==> src/rtl/mdu_seq.sv <==
// mdu_seq: iterative multiply/divide sequencer for the MIPS core.
//
// Executes MULT/MULTU/DIV/DIVU by issuing one add or subtract per cycle to the
// shared 32-bit ALU. The ALU is outside this block. The sequencer writes HI/LO
// and reports completion through a start/busy/done handshake.
//
// Optional feature macro: SIGNED_MD_EN
//   Defined   : adds the op_signed input and a FIX state that corrects result
//               signs. Every operation then has latency N+34.
//   Undefined : unsigned only, latency N+33.
//
// Ports:
//   clk          in   system clock, rising edge
//   rst_n        in   asynchronous active-low reset
//   start        in   request pulse, sampled only in IDLE
//   op           in   0 = multiply, 1 = divide
//   op_signed    in   (SIGNED_MD_EN only) signed operation, sampled with start
//   src_a        in   multiplicand / dividend
//   src_b        in   multiplier / divisor
//   busy         out  high while iterating
//   done         out  one-cycle completion pulse
//   hi           out  product[63:32] / remainder
//   lo           out  product[31:0] / quotient
//   div_by_zero  out  sticky flag for the last divide by zero
//   alu_a        out  ALU operand a
//   alu_b        out  ALU operand b
//   alu_op       out  ALU opcode
//   alu_result   in   combinational ALU result
module mdu_seq #(
  parameter logic [3:0] ALU_ADD = 4'b0000,
  parameter logic [3:0] ALU_SUB = 4'b0010,
  parameter int         ITER    = 32
) (
  input  logic        clk,
  input  logic        rst_n,
  input  logic        start,
  input  logic        op,
`ifdef SIGNED_MD_EN
  input  logic        op_signed,
`endif
  input  logic [31:0] src_a,
  input  logic [31:0] src_b,
  output logic        busy,
  output logic        done,
  output logic [31:0] hi,
  output logic [31:0] lo,
  output logic        div_by_zero,
  output logic [31:0] alu_a,
  output logic [31:0] alu_b,
  output logic [3:0]  alu_op,
  input  logic [31:0] alu_result
);

`ifdef SIGNED_MD_EN
  typedef enum logic [2:0] {IDLE, MUL, DIV, FIX, FINISH} state_t;
`else
  typedef enum logic [1:0] {IDLE, MUL, DIV, FINISH} state_t;
`endif

  localparam logic [5:0] LAST = 6'(ITER - 1);

  state_t      state;
  logic [5:0]  cnt;
  logic [31:0] operand;
  logic [31:0] shifted;
  logic        top;
  logic        carry;
  logic        nb;
  logic [31:0] load_a;
  logic [31:0] load_b;

`ifdef SIGNED_MD_EN
  logic        sign_a;
  logic        sign_b;
  logic        is_div;
  logic [63:0] prod_neg;
`endif

  // Load values for the operand registers. In signed mode, negative operands
  // are loaded as magnitudes. FIX restores the signs after the iterations.
`ifdef SIGNED_MD_EN
  always_comb begin
    load_a = (op_signed && src_a[31]) ? (~src_a + 32'd1) : src_a;
    load_b = (op_signed && src_b[31]) ? (~src_b + 32'd1) : src_b;
    prod_neg = ~{hi, lo} + 64'd1;
  end
`else
  always_comb begin
    load_a = src_a;
    load_b = src_b;
  end
`endif

  // Drive the ALU operands and opcode from the current state.
  // carry is the carry-out of the add, rebuilt from the operand sign bits
  // and the result sign bit.
  // nb is the no-borrow flag of the subtract, meaning shifted >= divisor.
  always_comb begin
    shifted = {hi[30:0], lo[31]};
    top     = hi[31];
    alu_a   = 32'd0;
    alu_b   = 32'd0;
    alu_op  = ALU_ADD;
    case (state)
      MUL: begin
        alu_a  = hi;
        alu_b  = operand;
        alu_op = ALU_ADD;
      end
      DIV: begin
        alu_a  = shifted;
        alu_b  = operand;
        alu_op = ALU_SUB;
      end
      default: ;
    endcase
    carry = (alu_a[31] & alu_b[31]) | ((alu_a[31] | alu_b[31]) & ~alu_result[31]);
    nb    = (alu_a[31] & ~alu_b[31]) | ((alu_a[31] | ~alu_b[31]) & ~alu_result[31]);
  end

  // Sequencer FSM. busy and done are registered.
  // - Multiply: shift-add. The product shifts down through {hi,lo}.
  // - Divide: restoring. The quotient bits shift in at the bottom of lo.
  always_ff @(posedge clk or negedge rst_n) begin
    if (!rst_n) begin
      state       <= IDLE;
      busy        <= 1'b0;
      done        <= 1'b0;
      div_by_zero <= 1'b0;
      hi          <= 32'd0;
      lo          <= 32'd0;
      cnt         <= 6'd0;
      operand     <= 32'd0;
`ifdef SIGNED_MD_EN
      sign_a      <= 1'b0;
      sign_b      <= 1'b0;
      is_div      <= 1'b0;
`endif
    end else begin
      case (state)
        IDLE: begin
          done <= 1'b0;
          if (start) begin
            div_by_zero <= 1'b0;
            cnt         <= 6'd0;
`ifdef SIGNED_MD_EN
            sign_a      <= op_signed & src_a[31];
            sign_b      <= op_signed & src_b[31];
            is_div      <= op;
`endif
            if (op && (src_b == 32'd0)) begin
              hi          <= src_a;
              lo          <= 32'hFFFF_FFFF;
              operand     <= 32'd0;
              div_by_zero <= 1'b1;
              done        <= 1'b1;
              state       <= FINISH;
            end else begin
              hi      <= 32'd0;
              lo      <= load_a;
              operand <= load_b;
              busy    <= 1'b1;
              state   <= op ? DIV : MUL;
            end
          end
        end

        MUL, DIV: begin
          cnt <= cnt + 6'd1;
          if (state == MUL) begin
            if (lo[0]) begin
              hi <= {carry, alu_result[31:1]};
              lo <= {alu_result[0], lo[31:1]};
            end else begin
              hi <= {1'b0, hi[31:1]};
              lo <= {hi[0], lo[31:1]};
            end
          end else begin
            if (top | nb) begin
              hi <= alu_result;
              lo <= {lo[30:0], 1'b1};
            end else begin
              hi <= shifted;
              lo <= {lo[30:0], 1'b0};
            end
          end
          if (cnt == LAST) begin
            busy  <= 1'b0;
`ifdef SIGNED_MD_EN
            state <= FIX;
`else
            done  <= 1'b1;
            state <= FINISH;
`endif
          end
        end

`ifdef SIGNED_MD_EN
        FIX: begin
          if (is_div) begin
            if (sign_a ^ sign_b) lo <= ~lo + 32'd1;
            if (sign_a)          hi <= ~hi + 32'd1;
          end else if (sign_a ^ sign_b) begin
            {hi, lo} <= prod_neg;
          end
          done  <= 1'b1;
          state <= FINISH;
        end
`endif

        FINISH: begin
          done  <= 1'b0;
          state <= IDLE;
        end

        default: state <= IDLE;
      endcase
    end
  end

endmodule
==> config.mk <==
export PLATFORM = sky130hd
export DESIGN_NAME = mdu_seq
export DESIGN_NICKNAME = d
export VERILOG_FILES = /design/src/rtl/mdu_seq.sv
export SDC_FILE = /design/constraint.sdc
export NUM_CORES = 1
export LEC_CHECK = 0
export ABC_AREA = 1
export BUFFER_PORTS_ARGS = -buffer_cell sky130_fd_sc_hd__buf_2
export CAP_MARGIN = 20
export CORE_MARGIN = 1.5
export CORE_UTILIZATION = 49
export CTS_CLUSTER_SIZE = 25
export DETAILED_ROUTE_END_ITERATION = 7
export GPL_TIMING_DRIVEN = 0
export PLACE_DENSITY_LB_ADDON = 0.15
export SYNTH_ARGS = -nofsm -noshare
export SYNTH_HDL_FRONTEND = slang
export SYNTH_SLANG_ARGS = --single-unit
==> constraint.sdc <==
create_clock -name clk -period 2.59 [get_ports clk]
set_clock_uncertainty 0.1 [all_clocks]
set_input_delay 0 -clock clk [delete_from_list [all_inputs] [get_ports clk]]
set_output_delay 0 -clock clk [all_outputs]
set_load 0.02 [all_outputs]
==> summary by stage, run 1 <==
Run status
The run finished with clean final reports.

Floorplanning
The floorplan step set the die height to 127 µm. During I/O placement, the number of pins put on the boundary was 235. The core outline area is 0.0151 mm². The die area is 0.0162 mm². The die is 127 µm wide. The floorplan has 45 rows. The starting utilization of the core area is 50.0%.

Clock network
The H-tree generated during clock tree synthesis spans 3 levels. At the later pin of the worst-skew pair, clock insertion delay measures between 0.3 and 0.4 ns. The sink count of the clock tree is 107. The number of clock buffers added by TritonCTS is 9. The maximum count of clock buffers along a single path is 2. TritonCTS built the clock tree. The root cell of the clock tree is clkbuf_16. After clock tree synthesis, the clock-pin slew on the worst setup and hold paths is 0.08 ns.

Routing
The total DRC errors in the routed layout is 0. The final layout contains routed wiring with a total length of around 29,000 µm. After detailed routing, the number of vias per cell comes to 5.47.

In this run, the number of DRC markers left after iteration 0 of detailed routing was 910. The count of TritonRoute iterations in the first routing pass is 5. After detailed routing, the average wire length per cell comes to 16.3 µm.

The remaining antenna violation count after routing is 0. The routed layout has 9,651 vias.

Logic synthesis
The total number of yosys warnings is 0. After synthesis, the netlist uses 26 different library cells. The post-synth design cell area is 0.00757 mm².

The synthesized area per cell is 6.14 µm². The synthesized instance count is 1,232. Summing the sequential cell areas from Yosys gives 35.4% of the chip area. The total of flip-flops plus latches after synthesis is 107.

Setup path
The largest individual stage delay along the critical path comes from the cell dfrtp_1. STA classifies the critical path endpoint as an output pin. The end of the critical path is alu_a[17]. The path type of the worst setup path is reg -> out. In this run the critical register-to-register path is launched from state[0]$_DFFE_PN0P_. The worst path arrival time is roughly 2.5 ns. The slack of the worst reg-to-reg path is 0.09 ns. The kind of start point of the critical path is a register. The worst reg-to-reg path cell count is 10. At the worst endpoint, the required time is between 2 and 2.5 ns. The delay of the slowest critical-path stage is 0.40 ns.

The terminus of the critical flop-to-flop path is hi[22]$_DFFE_PN0P_. The signal on the critical path passes through inv_1, ha_1, inv_1, buf_2, clkbuf_4, clkbuf_4, a21oi_1, buf_2. The top fanout value on the critical path is 10.

The worst setup path startpoint is state[0]$_DFFE_PN0P_.

Placed design
The detailed placement HPWL is ~20,000 µm. The final RePlAce weighted congestion is 0.932. Input and output buffers added on the ports amount to 231.

Global route
The all-layer global routing usage is 34.8%. The number of antenna violations at the first check in global routing is 0. The first global-routing pass estimated 44,500 µm of wire. The highest-utilization routing layer at the global route stage is met2.

The met2 track demand over resource is 55.9%. The global route total overflow is 0. The met3 usage is 5.44%. Global routing used 44.6% of the available met1 tracks.

Entering global routing, the biggest net connects slightly below 90 pins. The number of global-route vias before repair came to 8,786.

Pwr
The maximum ir drop on the vdd rail is 0.694 mV. The design draws 15.6 mW. The analysis attributes to cell leakage a power of ~5.7 nW. Dividing total power by cell area gives a power density of approximately 1500 mW/mm².

STA
The max-slew violation count is 0. The clock period could shrink to 2.55 ns. Setup repair after global routing could not meet its margin everywhere. On the final layout, the worst hold slack is 0.00577 ns. In the finished design, the share of the clock period the worst path needs comes to 98.6%.

The total setup violations reported at the end of the flow is 0. For the pin with the worst max-slew slack, the measured transition is 0.695 ns. The fmax is about 390 MHz. The final-report hold violation count was 0. The headroom to the max-slew limit is between 50% and 60%.

Finish
The number of nets in the layout is 1,677. The number of fillers in the final layout is between 1,000 and 1,500. The synthesis-to-layout area growth is 36.5%. The most common library cell in the layout ignoring fill and taps is nand2_1. The repair_antennas step left the layout with diodes totalling 0. The post-route netlist has about a fifth of its cells at a drive strength greater than 1.

In the layout the commonest cells are nand2_1, buf_2, inv_1.

Worst hold path
The launch point of the worst hold path is alu_result[9]. The tightest min-delay check is of the in -> reg type.

Job
The max-cap check violation count is 0.
layout make-up:
type | instances | area (µm²) | area share (%)
inverters | 157 | 589 | 5.71
clock buffers | 11 | 233 | 2.25
flip-flops and latches | 107 | 2680 | 25.9
clock inverters | 5 | 38.8 | 0.376
multi-input cells | 879 | 3990 | 38.6
well taps | 188 | 235 | 2.28
repair buffers | 327 | 2150 | 20.8
plain buffers | 90 | 417 | 4.03
cells by family (layout without fill, tap and decap cells):
logic type,after synthesis,count (layout),share of synthesized area (%)
and+or+nand+nor,640,640,34.8
adders and majority gates,6,6,0.992
DFF,107,107,35.4
other,1,3,0.0495
AOI/OAI and AO/OA,229,229,15.9
xor gates and xnor gates,1,1,0.116
buffers and inverters,248,590,12.8
power by group:
group | internal (mW) | leakage [nW] | switching (mW)
Clock | 0.660 | 0.124 | 0.682
Combinational | 3.50 | 4.28 | 7.48
Sequential | 2.50 | 1.34 | 0.749
Total | 6.66 | 5.74 | 8.91
flip-flops by register name, indices dropped and copies added (netlist names):
register / count
state: 2
div_by_zero: 1
lo: 32
cnt: 6
busy: 1
hi: 32
operand: 32
done: 1
critical path, delay by kind of cell (launching register included):
family                   cells  cell delay, ns
AO/OA/AOI/OAI                1            0.08
buffers and inverters        6            1.23
flip-flops                   1            0.40
adder cells (fa/ha/maj)      1            0.39
through the flow:
stage          setup slack, ns  setup TNS (ns)  cell area (µm²)  util (%)  instances
2_1_floorplan            0.529               0             7580         -       1234
3_3_place_gp           -0.0391          -0.306             8970      59.2       1653
3_5_place_dp           -0.0528          -0.870             9000      59.4       1654
4_1_cts                -0.0707          -0.513            10200      67.4       1760
5_1_grt               0.000253               0            10300      68.2       1764
6_report                0.0361               0            10300      68.2       1764
how the worst min path moves through the flow:
stage | end | depth (start not counted)
2_1_floorplan | busy$_DFFE_PN0P_ | 0
3_3_place_gp | operand[22]$_DFFE_PN0P_ | 3
3_5_place_dp | lo[14]$_DFFE_PN0P_ | 1
4_1_cts | hi[28]$_DFFE_PN0P_ | 7
5_1_grt | hi[9]$_DFFE_PN0P_ | 7
6_report | hi[9]$_DFFE_PN0P_ | 7
metal layers:
| layer | wire, µm | vias to the layer above |
|---|---|---|
| met5 | 0 | - |
| met4 | 1630 | 0 |
| met3 | 2380 | 99 |
| met2 | 13100 | 543 |
| met1 | 11700 | 4427 |
| li1 | - | 4582 |
cells in the mapped netlist (all sizes together):
master	number	area, µm²
nor3	4	25.0
nand3	88	440
inv	156	586
xnor2	1	8.76
nand4	34	213
buf	33	160
clkbuf	58	218
o211ai	1	7.51
o221ai	1	8.76
o21ai	95	487
a21oi	104	521
ha	6	75.1
nor3b	1	7.51
conb	1	3.75
dfrtp	107	2680
o22ai	27	169
a22oi	1	7.51
or2	10	62.6
nand2	438	1640
nor2	65	244
clkinv	1	3.75
what timing repair did:
item / CTS / global route
resized for setup: 19 / 31
hold buffers: 90 / 0
setup endpoints to repair: 76 / 102
pin swaps: 0 / 1
cloned: 0 / 0
endpoints found under the hold margin: 204 / 0
setup buffers: 0 / 4
Note: power is estimated with default switching activity, not from simulation.
==> inputs of run 2 (changes only) <==
- HOLD_SLACK_MARGIN: unset -> 0.02
==> run 2 against run 1 <==
  * Count of clock-buffer cells in the layout unchanged
  * Critical path depth unchanged
  * Sequential power about the same
  * Design area increased by 0.51%
  * First-iteration DRC count rose by 1.9%
==> summary by stage, run 2 (synthesized netlist as in run 1, its figures left out) <==
Run status
The run finished with clean final reports.

Floorplanning
The overall die width is 127 µm (unchanged). The core outline area came to 0.0151 mm² (unchanged). The die area was 0.0162 mm² (unchanged).

The number of primary I/O pins is 235 (unchanged). The number of placement rows is 45 (unchanged). The starting utilization of the core area is 50.0% (unchanged). The die height is 127 µm (unchanged).

Pwr
The power density of the placed cells is 1500 mW/mm² (-0.50%). The leakage power is 5.76 nW (+0.36%). The maximum ir drop on the vdd rail is 0.692 mV (-0.24%).

Finish
The library cells used most frequently in the layout, excluding fill and tap cells, are nand2_1, buf_2, inv_1. The largest registers in the layout are hi: 32 flops, lo: 32 flops, operand: 32 flops. The number of fillers in the final layout came to 1,321 (-1.1%).

The library cell used most frequently in the layout, excluding fill and tap cells, is nand2_1. The synthesis-to-layout area growth is 37.1%. The share of final-layout standard cells stronger than drive strength 1 is 20.2% (-0.15 points). The number of diodes was 0 (unchanged). The non-filler instance count after layout is 1,771 (+0.40%). The number of nets in the layout was 1,684 (+0.42%). The total non-filler cell area in the finished layout was 0.0104 mm² (+0.51%).

Global route
The global-route wire length before repair came to 44,800 µm (+0.59%). The number of global-route vias before repair is 8,848 (+0.71%). The global route total overflow is 0 (unchanged). The met3 usage is 5.61% (+0.17 points). The number of antenna violations at the first check in global routing is 0 (unchanged). The met2 track demand over resource was 55.7% (-0.19 points). The all-layer global routing usage is 35.0% (+0.20 points).

The met1 usage was 44.8% (+0.24 points). The maximum number of pins on one net before global-route repair came to 88 (unchanged). The highest-utilization routing layer at the global route stage is met2.

Routing
The total number of vias was 9,724 (+0.76%). The overall routed net length was 28,800 µm (about the same). The initial detailed-routing violation count came to 927 (+1.9%).

The count of TritonRoute iterations in the first routing pass is 8 (+3). The total DRC errors in the routed layout is 0 (unchanged). The number of vias per cell after detailed routing is 5.49 (+0.36%). The per-cell routed wire length is 16.3 µm (-0.38%).

The remaining antenna violation count after routing is 0 (unchanged).

STA
The total setup violations reported at the end of the flow is 0 (unchanged). The worst path setup slack after routing was 0.0310 ns (-0.00508 ns). The max-slew violation count is 0 (unchanged). The final-report hold violation count is 0 (unchanged). Setup repair after global routing could not meet its margin everywhere. The fmax is 391 MHz (-0.20%). The headroom to the max-slew limit is 32.4% (-21 points). The final critical delay including setup and external delays is 2.56 ns (+0.00508 ns). The part of the cycle the worst path needs came to 98.8% (+0.20 points). The actual transition at the worst max-transition pin is 1.01 ns (+0.315 ns).

Setup path
The required time at the worst-slack endpoint is 2.49 ns (about the same). The worst setup path is launched from a register. The path type of the worst setup path is reg -> out.

The top fanout value on the critical path was 10 (unchanged). The worst setup path is captured at an output pin. The worst path arrival time came to 2.46 ns (about the same).

Clock network
The root cell of the clock tree is clkbuf_16. The later-pin clock latency in the skew report is 0.36 ns (about the same). The TritonCTS buffer count is 9 (unchanged). The maximum count of clock buffers along a single path is 2 (unchanged). The clock tree from TritonCTS is built. The register clock-pin slew on the reported worst setup and hold paths is 0.08 ns (about the same). The maximum level of the CTS H-tree is 3 (unchanged). The sink count of the clock tree is 107 (unchanged).

Job
The max-cap check violation count is 0 (unchanged).

Placed design
The final RePlAce weighted congestion is 0.932 (unchanged). The count of input and output buffers came to 231 (unchanged). The number of cells in the design after placement is 1,654 (unchanged). The pre-CTS setup slack came to -0.0528 ns (unchanged). The detailed placement HPWL came to 20,100 µm (unchanged). The post-placement cell area was 0.00900 mm² (unchanged).

Worst hold path
The worst hold path belongs to the class in -> reg.
run 2: path summary, 6_finish.rpt:
kind	cells past startpoint	endpoint	start	slack [ns]
min in group asynchronous	3	lo[17]$_DFFE_PN0P_	rst_n	0.08
max in group asynchronous	3	hi[12]$_DFFE_PN0P_	rst_n	0.95
hold / removal	5	lo[8]$_DFFE_PN0P_	op	0.03
setup reg to reg	10	hi[27]$_DFFE_PN0P_	state[0]$_DFFE_PN0P_	0.08
hold reg to reg	2	operand[30]$_DFFE_PN0P_	operand[30]$_DFFE_PN0P_	0.38
setup / recovery	8	alu_a[17]	state[0]$_DFFE_PN0P_	0.03
run 2: layout make-up:
cell class	instances	area, µm²	area share (%)
multi-input cells	879	3990	38.4
plain buffers	90	417	4.01
well taps	188	235	2.27
clock buffers	11	233	2.24
inverters	157	589	5.68
repair buffers	334	2200	21.2
clock inverters	5	38.8	0.374
flip-flops and latches	107	2680	25.8
run 2: through the flow:
stage / power (mW) / utilization, % / setup TNS, ns / hold slack [ns]
CTS: 15.1 / 68.0 / -0.513 / 0.0220
finish: 15.6 / 68.5 / 0 / 0.0310
floorplan: 10.1 / - / 0 / -0.396
global placement: 13.4 / 59.2 / -0.306 / 0.110
global route: 16.7 / 68.5 / 0 / 0.0588
detailed placement: 13.5 / 59.4 / -0.870 / -0.228
run 2: power breakdown:
| part | switching [mW] | internal, mW |
|---|---|---|
| logic | 7.47 | 3.51 |
| registers | 0.753 | 2.50 |
| clock network | 0.685 | 0.661 |
| total | 8.91 | 6.67 |
run 2: timing repair:
item / 4_1_cts / 5_1_grt
endpoints found under the hold margin: 207 / 0
buffers inserted: 0 / 4
endpoints found under the setup margin: 76 / 100
gates resized for setup: 19 / 31
cloned: 0 / 0
hold buffers: 98 / 0
pin swaps: 0 / 1
run 2: worst max-delay path: stages (launching register included):
cell,delay [ns]
dfrtp_1,0.39
inv_1,0.12
ha_1,0.40
inv_1,0.10
buf_2,0.29
clkbuf_4,0.29
clkbuf_4,0.26
a21oi_1,0.08
buf_2,0.17
run 2: layer usage:
layer  vias to the layer above  part of all wire [%]  wire length, µm
met2                       580                    46            13200
met1                      4450                    40            11600
met3                        97                   8.2             2350
met5                         -                     0                0
li1                       4597                     -                -
met4                         0                   5.8             1670
